[src/rtl/spi_reg_master.sv]
// Mode-0 SPI master: one register read/write/fastcmd per request handshake.
// Frame is {op,addr} MSB first plus REG_W data bits (none for fastcmd); status returns during the command byte.
module spi_reg_master #(
    parameter int REG_W   = 8,
    parameter int CLK_DIV = 4
) (
    input  logic             clk,
    input  logic             nrst,
    input  logic             req_valid,
    output logic             req_ready,
    input  logic [1:0]       req_op,
    input  logic [5:0]       req_addr,
    input  logic [REG_W-1:0] req_wdata,
    output logic             rsp_valid,
    output logic [7:0]       rsp_status,
    output logic [REG_W-1:0] rsp_rdata,
    output logic             sclk,
    output logic             mosi,
    input  logic             miso,
    output logic             nss
);
    localparam int FW = 8 + REG_W;
    localparam int CW = $clog2(CLK_DIV) + 1;
    localparam int BW = $clog2(FW) + 1;
    localparam logic [CW-1:0] HALF_RELOAD = CW'(CLK_DIV - 1);
    localparam logic [CW-1:0] GAP_RELOAD  = CW'(2 * CLK_DIV - 1);
    localparam logic [BW-1:0] LAST_FULL   = BW'(FW - 1);
    localparam logic [BW-1:0] LAST_FAST   = BW'(7);

    generate
        if (CLK_DIV < 4) begin : g_bad_div
            $error("spi_reg_master: CLK_DIV must be >= 4");
        end
        if (REG_W < 8 || (REG_W % 8) != 0) begin : g_bad_width
            $error("spi_reg_master: REG_W must be a non-zero multiple of 8");
        end
    endgenerate

    typedef enum logic [2:0] {IDLE, SETUP, SHIFT, HOLD, GAP} state_t;

    state_t           state;
    logic [CW-1:0]    half_cnt;
    logic [BW-1:0]    bit_cnt;
    logic [FW-2:0]    tx_sr;
    logic [FW-1:0]    rx_sr;
    logic             fast;
    logic [1:0]       miso_sync;
    logic [1:0]       op_eff;
    logic [REG_W-1:0] wdata_eff;

    // Reserved op 01 goes out as a plain read; only writes carry real data bits.
    assign op_eff    = (req_op == 2'b01) ? 2'b00 : req_op;
    assign wdata_eff = (op_eff == 2'b10) ? req_wdata : '0;

    always_ff @(posedge clk or negedge nrst) begin
        if (!nrst) begin
            miso_sync <= '0;
        end else begin
            miso_sync <= {miso_sync[0], miso};
        end
    end

    // tx_sr holds the bits after the one currently on mosi, so mosi leads the shift register.
    always_ff @(posedge clk or negedge nrst) begin
        if (!nrst) begin
            state      <= IDLE;
            req_ready  <= 1'b1;
            rsp_valid  <= 1'b0;
            rsp_status <= '0;
            rsp_rdata  <= '0;
            sclk       <= 1'b0;
            mosi       <= 1'b0;
            nss        <= 1'b1;
            half_cnt   <= '0;
            bit_cnt    <= '0;
            tx_sr      <= '0;
            rx_sr      <= '0;
            fast       <= 1'b0;
        end else begin
            rsp_valid <= 1'b0;
            case (state)
                IDLE: begin
                    if (req_valid && req_ready) begin
                        state     <= SETUP;
                        req_ready <= 1'b0;
                        nss       <= 1'b0;
                        mosi      <= op_eff[1];
                        tx_sr     <= {op_eff[0], req_addr, wdata_eff};
                        rx_sr     <= '0;
                        fast      <= (op_eff == 2'b11);
                        half_cnt  <= HALF_RELOAD;
                        bit_cnt   <= '0;
                    end
                end
                SETUP: begin
                    if (half_cnt == '0) begin
                        sclk     <= 1'b1;
                        half_cnt <= HALF_RELOAD;
                        state    <= SHIFT;
                    end else begin
                        half_cnt <= half_cnt - CW'(1);
                    end
                end
                SHIFT: begin
                    if (half_cnt == '0) begin
                        half_cnt <= HALF_RELOAD;
                        if (!sclk) begin
                            sclk <= 1'b1;
                        end else begin
                            // Falling edge: sample miso at the end of the high phase, then advance mosi.
                            sclk    <= 1'b0;
                            rx_sr   <= {rx_sr[FW-2:0], miso_sync[1]};
                            mosi    <= tx_sr[FW-2];
                            tx_sr   <= {tx_sr[FW-3:0], 1'b0};
                            bit_cnt <= bit_cnt + BW'(1);
                            if (bit_cnt == (fast ? LAST_FAST : LAST_FULL)) begin
                                state <= HOLD;
                            end
                        end
                    end else begin
                        half_cnt <= half_cnt - CW'(1);
                    end
                end
                HOLD: begin
                    if (half_cnt == '0) begin
                        nss        <= 1'b1;
                        mosi       <= 1'b0;
                        rsp_valid  <= 1'b1;
                        rsp_status <= fast ? rx_sr[7:0] : rx_sr[FW-1:REG_W];
                        rsp_rdata  <= fast ? '0 : rx_sr[REG_W-1:0];
                        half_cnt   <= GAP_RELOAD;
                        state      <= GAP;
                    end else begin
                        half_cnt <= half_cnt - CW'(1);
                    end
                end
                GAP: begin
                    if (half_cnt == '0) begin
                        req_ready <= 1'b1;
                        state     <= IDLE;
                    end else begin
                        half_cnt <= half_cnt - CW'(1);
                    end
                end
                default: state <= IDLE;
            endcase
        end
    end
endmodule
[config.mk]
export PLATFORM = sky130hd
export DESIGN_NAME = spi_reg_master
export DESIGN_NICKNAME = d
export VERILOG_FILES = /design/src/rtl/spi_reg_master.sv
export SDC_FILE = /design/constraint.sdc
export NUM_CORES = 1
export LEC_CHECK = 0
export BUFFER_PORTS_ARGS = -buffer_cell sky130_fd_sc_hd__buf_2
export CORE_MARGIN = 2
export CORE_UTILIZATION = 51
export DETAILED_ROUTE_END_ITERATION = 7
export HOLD_SLACK_MARGIN = 0.12
export MAX_ROUTING_LAYER = met4
export PLACE_DENSITY = 0.74
export SYNTH_ARGS = -nofsm -noshare
export SYNTH_HDL_FRONTEND = slang
export SYNTH_SLANG_ARGS = --single-unit
[constraint.sdc]
create_clock -name clk -period 1.9 [get_ports clk]
set_clock_uncertainty 0.15 [all_clocks]
set_input_delay 0.19 -clock clk [delete_from_list [all_inputs] [get_ports clk]]
set_output_delay 0.19 -clock clk [all_outputs]
set_load 0.05 [all_outputs]
# Yosys cells after proc, flatten, opt, wreduce, memory -nomap -nowiden
# Index checks and enable logic that the tools add are counted.
dict set report classes {
  reduce_logical 19
  n_addsub 2
  n_eq_ne 16
  muxes 44
}
# op n
set op_table {}
lappend op_table {{$mux W16} 3}
lappend op_table {{$mux W15} 3}
lappend op_table {{$mux W3} 11}
lappend op_table {{$pmux W16 S2} 1}
lappend op_table {{$pmux W15 S2} 1}
lappend op_table {{$mux W8} 3}
lappend op_table {{$ne A2 B2 Y1 const B} 8}
lappend op_table {{$mux W5} 3}
lappend op_table {{$pmux W3 S5} 1}
lappend op_table {{$pmux W3 S4} 1}
lappend op_table {{$reduce_and A3 Y1} 4}
lappend op_table {{$mux W1} 10}
lappend op_table {{$pmux W5 S2} 1}
lappend op_table {{$reduce_bool A2 Y1} 4}
lappend op_table {{$reduce_and A7 Y1} 1}
lappend op_table {{$eq A3 B2 Y1 const B} 2}
lappend op_table {{$logic_not A3 Y1} 2}
lappend op_table {{$pmux W1 S2} 3}
lappend op_table {{$add A5 B1 Y5 const B} 1}
lappend op_table {{$eq A5 B4 Y1} 1}
lappend op_table {{$reduce_and A5 Y1} 1}
lappend op_table {{$eq A2 B2 Y1 const B} 2}
lappend op_table {{$mux W4} 1}
lappend op_table {{$reduce_and A2 Y1} 2}
lappend op_table {{other kinds (11)} 11}
dict set report totals {
  output_inout_bits 21
  elab_cells 95
  ff_bits 66
}

# Longest topological paths before layout
dict set report depth {
  depth_word 6
  ltp_mapped 8
  mapped_depth_nobuf 7
}

# Least setup slack after synthesis
# No wires, ideal clock.
dict set report synth_timing {
  path_kind {register to register}
  startpoint {register sclk}
  endpoint {register bit_cnt[3]}
  arrival_time_ps 1596
  path_stages_with_launch 6
  setup_ps 143
  slack_ps 12
  cell_sequence {dfrtp_1 nand3b_1 a211o_1 clkbuf_1 o21ai_0 a21oi_1}
}
dict set report synth_between {
  elab_chain_len 2
}
# element line
set synth_rtl {}
lappend synth_rtl {{start, declared} 17} ;# output logic sclk,
lappend synth_rtl {{start signal, assigned} 71} ;# sclk <= 1'b0;
lappend synth_rtl {{start signal, assigned} 97} ;# sclk <= 1'b1;
lappend synth_rtl {{start signal, assigned} 108} ;# sclk <= 1'b1;
lappend synth_rtl {{$ne A2 B2 Y1 (no line)} -}
lappend synth_rtl {{$reduce_and A4 Y1 (no line)} -}
lappend synth_rtl {{end signal, assigned} 115} ;# bit_cnt <= bit_cnt + BW'(1);
lappend synth_rtl {{end, declared} 43} ;# logic [BW-1:0] bit_cnt;
# Every way passes these cells.
# A chain may end at the register's enable or synchronous reset.

# Worst setup path in the final report
dict set report layout_timing {
  startpoint {register half_cnt[0]}
  endpoint {register bit_cnt[3]}
}
dict set report layout_between {
  elab_chain_len 3
}
# element line
set layout_rtl {}
lappend layout_rtl {{start, declared} 42} ;# logic [CW-1:0] half_cnt;
lappend layout_rtl {{start signal, assigned} 101} ;# half_cnt <= half_cnt - CW'(1);
lappend layout_rtl {{start signal, assigned} 121} ;# half_cnt <= half_cnt - CW'(1);
lappend layout_rtl {{start signal, assigned} 134} ;# half_cnt <= half_cnt - CW'(1);
lappend layout_rtl {{$logic_not A3 Y1} 105} ;# if (half_cnt == '0) begin
lappend layout_rtl {{$ne A2 B2 Y1 (no line)} -}
lappend layout_rtl {{$reduce_and A4 Y1 (no line)} -}
# Every way passes these cells.

==> impl_metrics.csv <==
group,metric,value,unit
cells_and_area,register_area,0.00165,mm^2
drt,top_layer_used,"met4",
sta,slew_violations,0,
cells_and_area,final_common_cell,"nand2_1",
floorplanning,rows,27,
sta,setup_violations,2,
sta,maxSlewHeadroom,63.9,%
floorplanning,die_area,0.00644,mm^2
cells_and_area,fill_cells,439,
sta,period_share,101,%
critical_path,cp.required,2.02,ns
cts,clk_path_buf_depth,2,
synthesis,synth_area,0.00296,mm^2
place,place_ws,0.00837,ns
floorplanning,die_w,80.2,um
drt,post_drt_via_cell_ratio,5.30,
run_status,status,"finished, violations left",
cells_and_area,nets,422,
sta,tightest_slew,0.541,ns
floorplanning,ioPinCount,41,
power_and_ir_drop,peakVddDrop,0.441,mV
cts,cts_made_buffers,9,
cells_and_area,layout-drive-gt1-share,21.3,%
cells_and_area,area_growth,28.2,%
synthesis,synth_ff_type,"dfrtp_1",
sta,hold_violations,0,
global_routing,grt_pass1_wl,10600,um
cts,tritoncts,"done",
cts,cts_root_buf,"clkbuf_8",
sta,setup_ws,-0.0133,ns
synthesis,async_flop_share,100,%
sta,fin_crit,1.91,ns
synthesis,syn_avg_cell_area,9.06,um^2
synthesis,yosysUniqueCellTypes,33,
critical_path,crit_type,"flip-flop to flip-flop",
power_and_ir_drop,leakagePower,1.86,nW
drt,drt-total-wl,6270,um
global_routing,globalRouteOverflowTotal,0,
cts,htreeDepth,3,
cts,clk-insertion-delay-late,0.34,ns
global_routing,grt_max_degree,67,
drt,drc,0,
place,place_hpwl,4100,um
synthesis,yosysWarnings,0,
sta,fmax,523,MHz
drt,route.met3.wl,303,um
floorplanning,die_height,80.2,um
synthesis,ys_seq_elements,66,
global_routing,antenna_found_initial,0,
drt,drt_iter0_markers,205,
cells_and_area,diodes,0,
synthesis,synth_seq_area_share,55.8,%
drt,wl_met1,2960,um
drt,wl_met2,2920,um
place,io_buffer_count,40,
critical_path,worst_setup_path_start_kind,"flip-flop",
flow_run,max_cap_viol_count,0,
place,place_congestion,0.787,
critical_path,slowest_stage,"dfrtp_1",
min_path,hold_class,"flip-flop to flip-flop",
sta,holdWs,0.197,ns
critical_path,crit_path_cell_trace,"inv_2 > ha_2 > nand3b_1 > a211o_1 > or3_1 > a21oi_2",
cells_and_area,multi_input_area,0.00123,mm^2
global_routing,first_global_vias,2331,
drt,dr.pass1.iters,4,
global_routing,grt_use_total,22.0,%
synthesis,synth_edf_count,0,
cts,clkSlewWorstSetupHoldPaths,0.07,ns
cells_and_area,final_cells,475,
run_status,violations,"negative setup slack",
critical_path,critPathMaxFanout,5,
synthesis,syn-num-nets,350,
floorplanning,core-area,0.00557,mm^2
critical_path,cp.arrival,2.04,ns
synthesis,syn_inst,327,
floorplanning,initial_core_util,53.2,%
cts,clkSinkCount,66,
critical_path,crit_path_max_incr_delay,0.39,ns
drt,antenna_left,0,
drt,routedWlPerCell,13.2,um
power_and_ir_drop,total_power,2.71,mW
drt,vias,2516,
place,dp_cells,440,
critical_path,end_kind,"flip-flop",
power_and_ir_drop,power_density,714,mW/mm^2
sta,rsz0062_at_grt,"true",
cells_and_area,final_cell_mix,"90 x nand2_1, 64 x dfrtp_1, 40 x buf_2",
Yosys cell counts, types with 4 or more instances:
| library cell | count | area (um^2) |
|---|---|---|
| o21ai_0 | 25 | 125 |
| dfrtp_1 | 64 | 1600 |
| a21oi_1 | 20 | 100 |
| a31oi_1 | 8 | 50.1 |
| buf_2 | 5 | 25.0 |
| nand2_1 | 90 | 338 |
| a211oi_1 | 4 | 30.0 |
| nor2_1 | 16 | 60.1 |
| nor2b_1 | 5 | 31.3 |
| nand3_1 | 28 | 140 |
| nor3_1 | 4 | 20.0 |
| mux2i_1 | 9 | 90.1 |
| inv_1 | 5 | 18.8 |
| clkbuf_1 | 14 | 52.6 |
per-stage QoR:
stage                     TNS (ns)  instance area [um^2]  util (%)
final                      -0.0214                  3800      68.1
after global routing        -0.199                  3800      68.1
after CTS                        0                  3760      67.5
after detailed placement         0                  3370      60.4
after global placement           0                  3370      60.4
after floorplan                  0                  2960         -
worst paths after layout:
kind                                   start  depth (start not counted)  slack (ns)           end
worst max register to register   half_cnt[0]                          6       -0.01    bit_cnt[3]
worst max-delay path             half_cnt[0]                          6       -0.01    bit_cnt[3]
worst min-delay path            miso_sync[0]                          0        0.20  miso_sync[1]
worst min register to register  miso_sync[0]                          0        0.20  miso_sync[1]
max in group asynchronous               nrst                          3        1.04           nss
min in group asynchronous               nrst                          3        0.24      tx_sr[1]
flip-flops by register name (all words and copies together) (netlist names):
signal	cells
fast	1
req_ready	1
mosi	1
state	3
sclk	1
rsp_status	8
miso_sync	2
rsp_valid	1
tx_sr	15
bit_cnt	5
nss	1
half_cnt	3
rsp_rdata	8
rx_sr	16
cell families (layout without fill, tap and decap cells):
group                      Yosys count  in the layout  share of synthesized area, %
DFF                                 66             66                          55.8
and+or+nand+nor                    153            153                          22.2
xor gates and xnor gates             3              3                         0.887
muxes                                9              9                          3.04
buffers and inverters               26            102                          3.50
AOI/OAI and AO/OA                   67             67                          13.3
adders and majority gates            3              3                          1.27
power breakdown:
part	total [mW]	switching (mW)	internal, mW
registers	1.42	0.00790	1.41
logic	0.0898	0.0429	0.0469
clock network	1.20	0.497	0.705
total	2.71	0.548	2.17
critical path: cells and delay by family, from the launching register on:
family	cells	cell delay (ns)
and+or+nand+nor	2	0.54
AOI/OAI and AO/OA	2	0.53
adders and majority gates	1	0.17
DFF	1	0.39
buffers and inverters	1	0.06
layout make-up:
cell class	instances	area share, %
flip-flops and latches	66	43.5
multi-input cells	235	32.4
repair buffers	81	15.7
clock buffers	13	4.45
well taps	72	2.37
clock inverters	2	0.922
inverters	6	0.593
per-layer routing:
| layer | track usage (%) | up-vias |
|---|---|---|
| met5 | - | - |
| met4 | 7.63 | 0 |
| met3 | 6.29 | 7 |
| met2 | 32.8 | 61 |
| met1 | 29.1 | 1190 |
| li1 | - | 1258 |
repair_timing:
item                                    in CTS  in global routing
pin swaps                                    1                  2
gates cloned                                 0                  1
setup buffers                                0                  1
hold endpoints to repair                    84                  0
resized for setup                            0                 11
endpoints found under the setup margin       2                 14
hold buffers                                19                  0
Note: power is estimated with default switching activity, not from simulation.
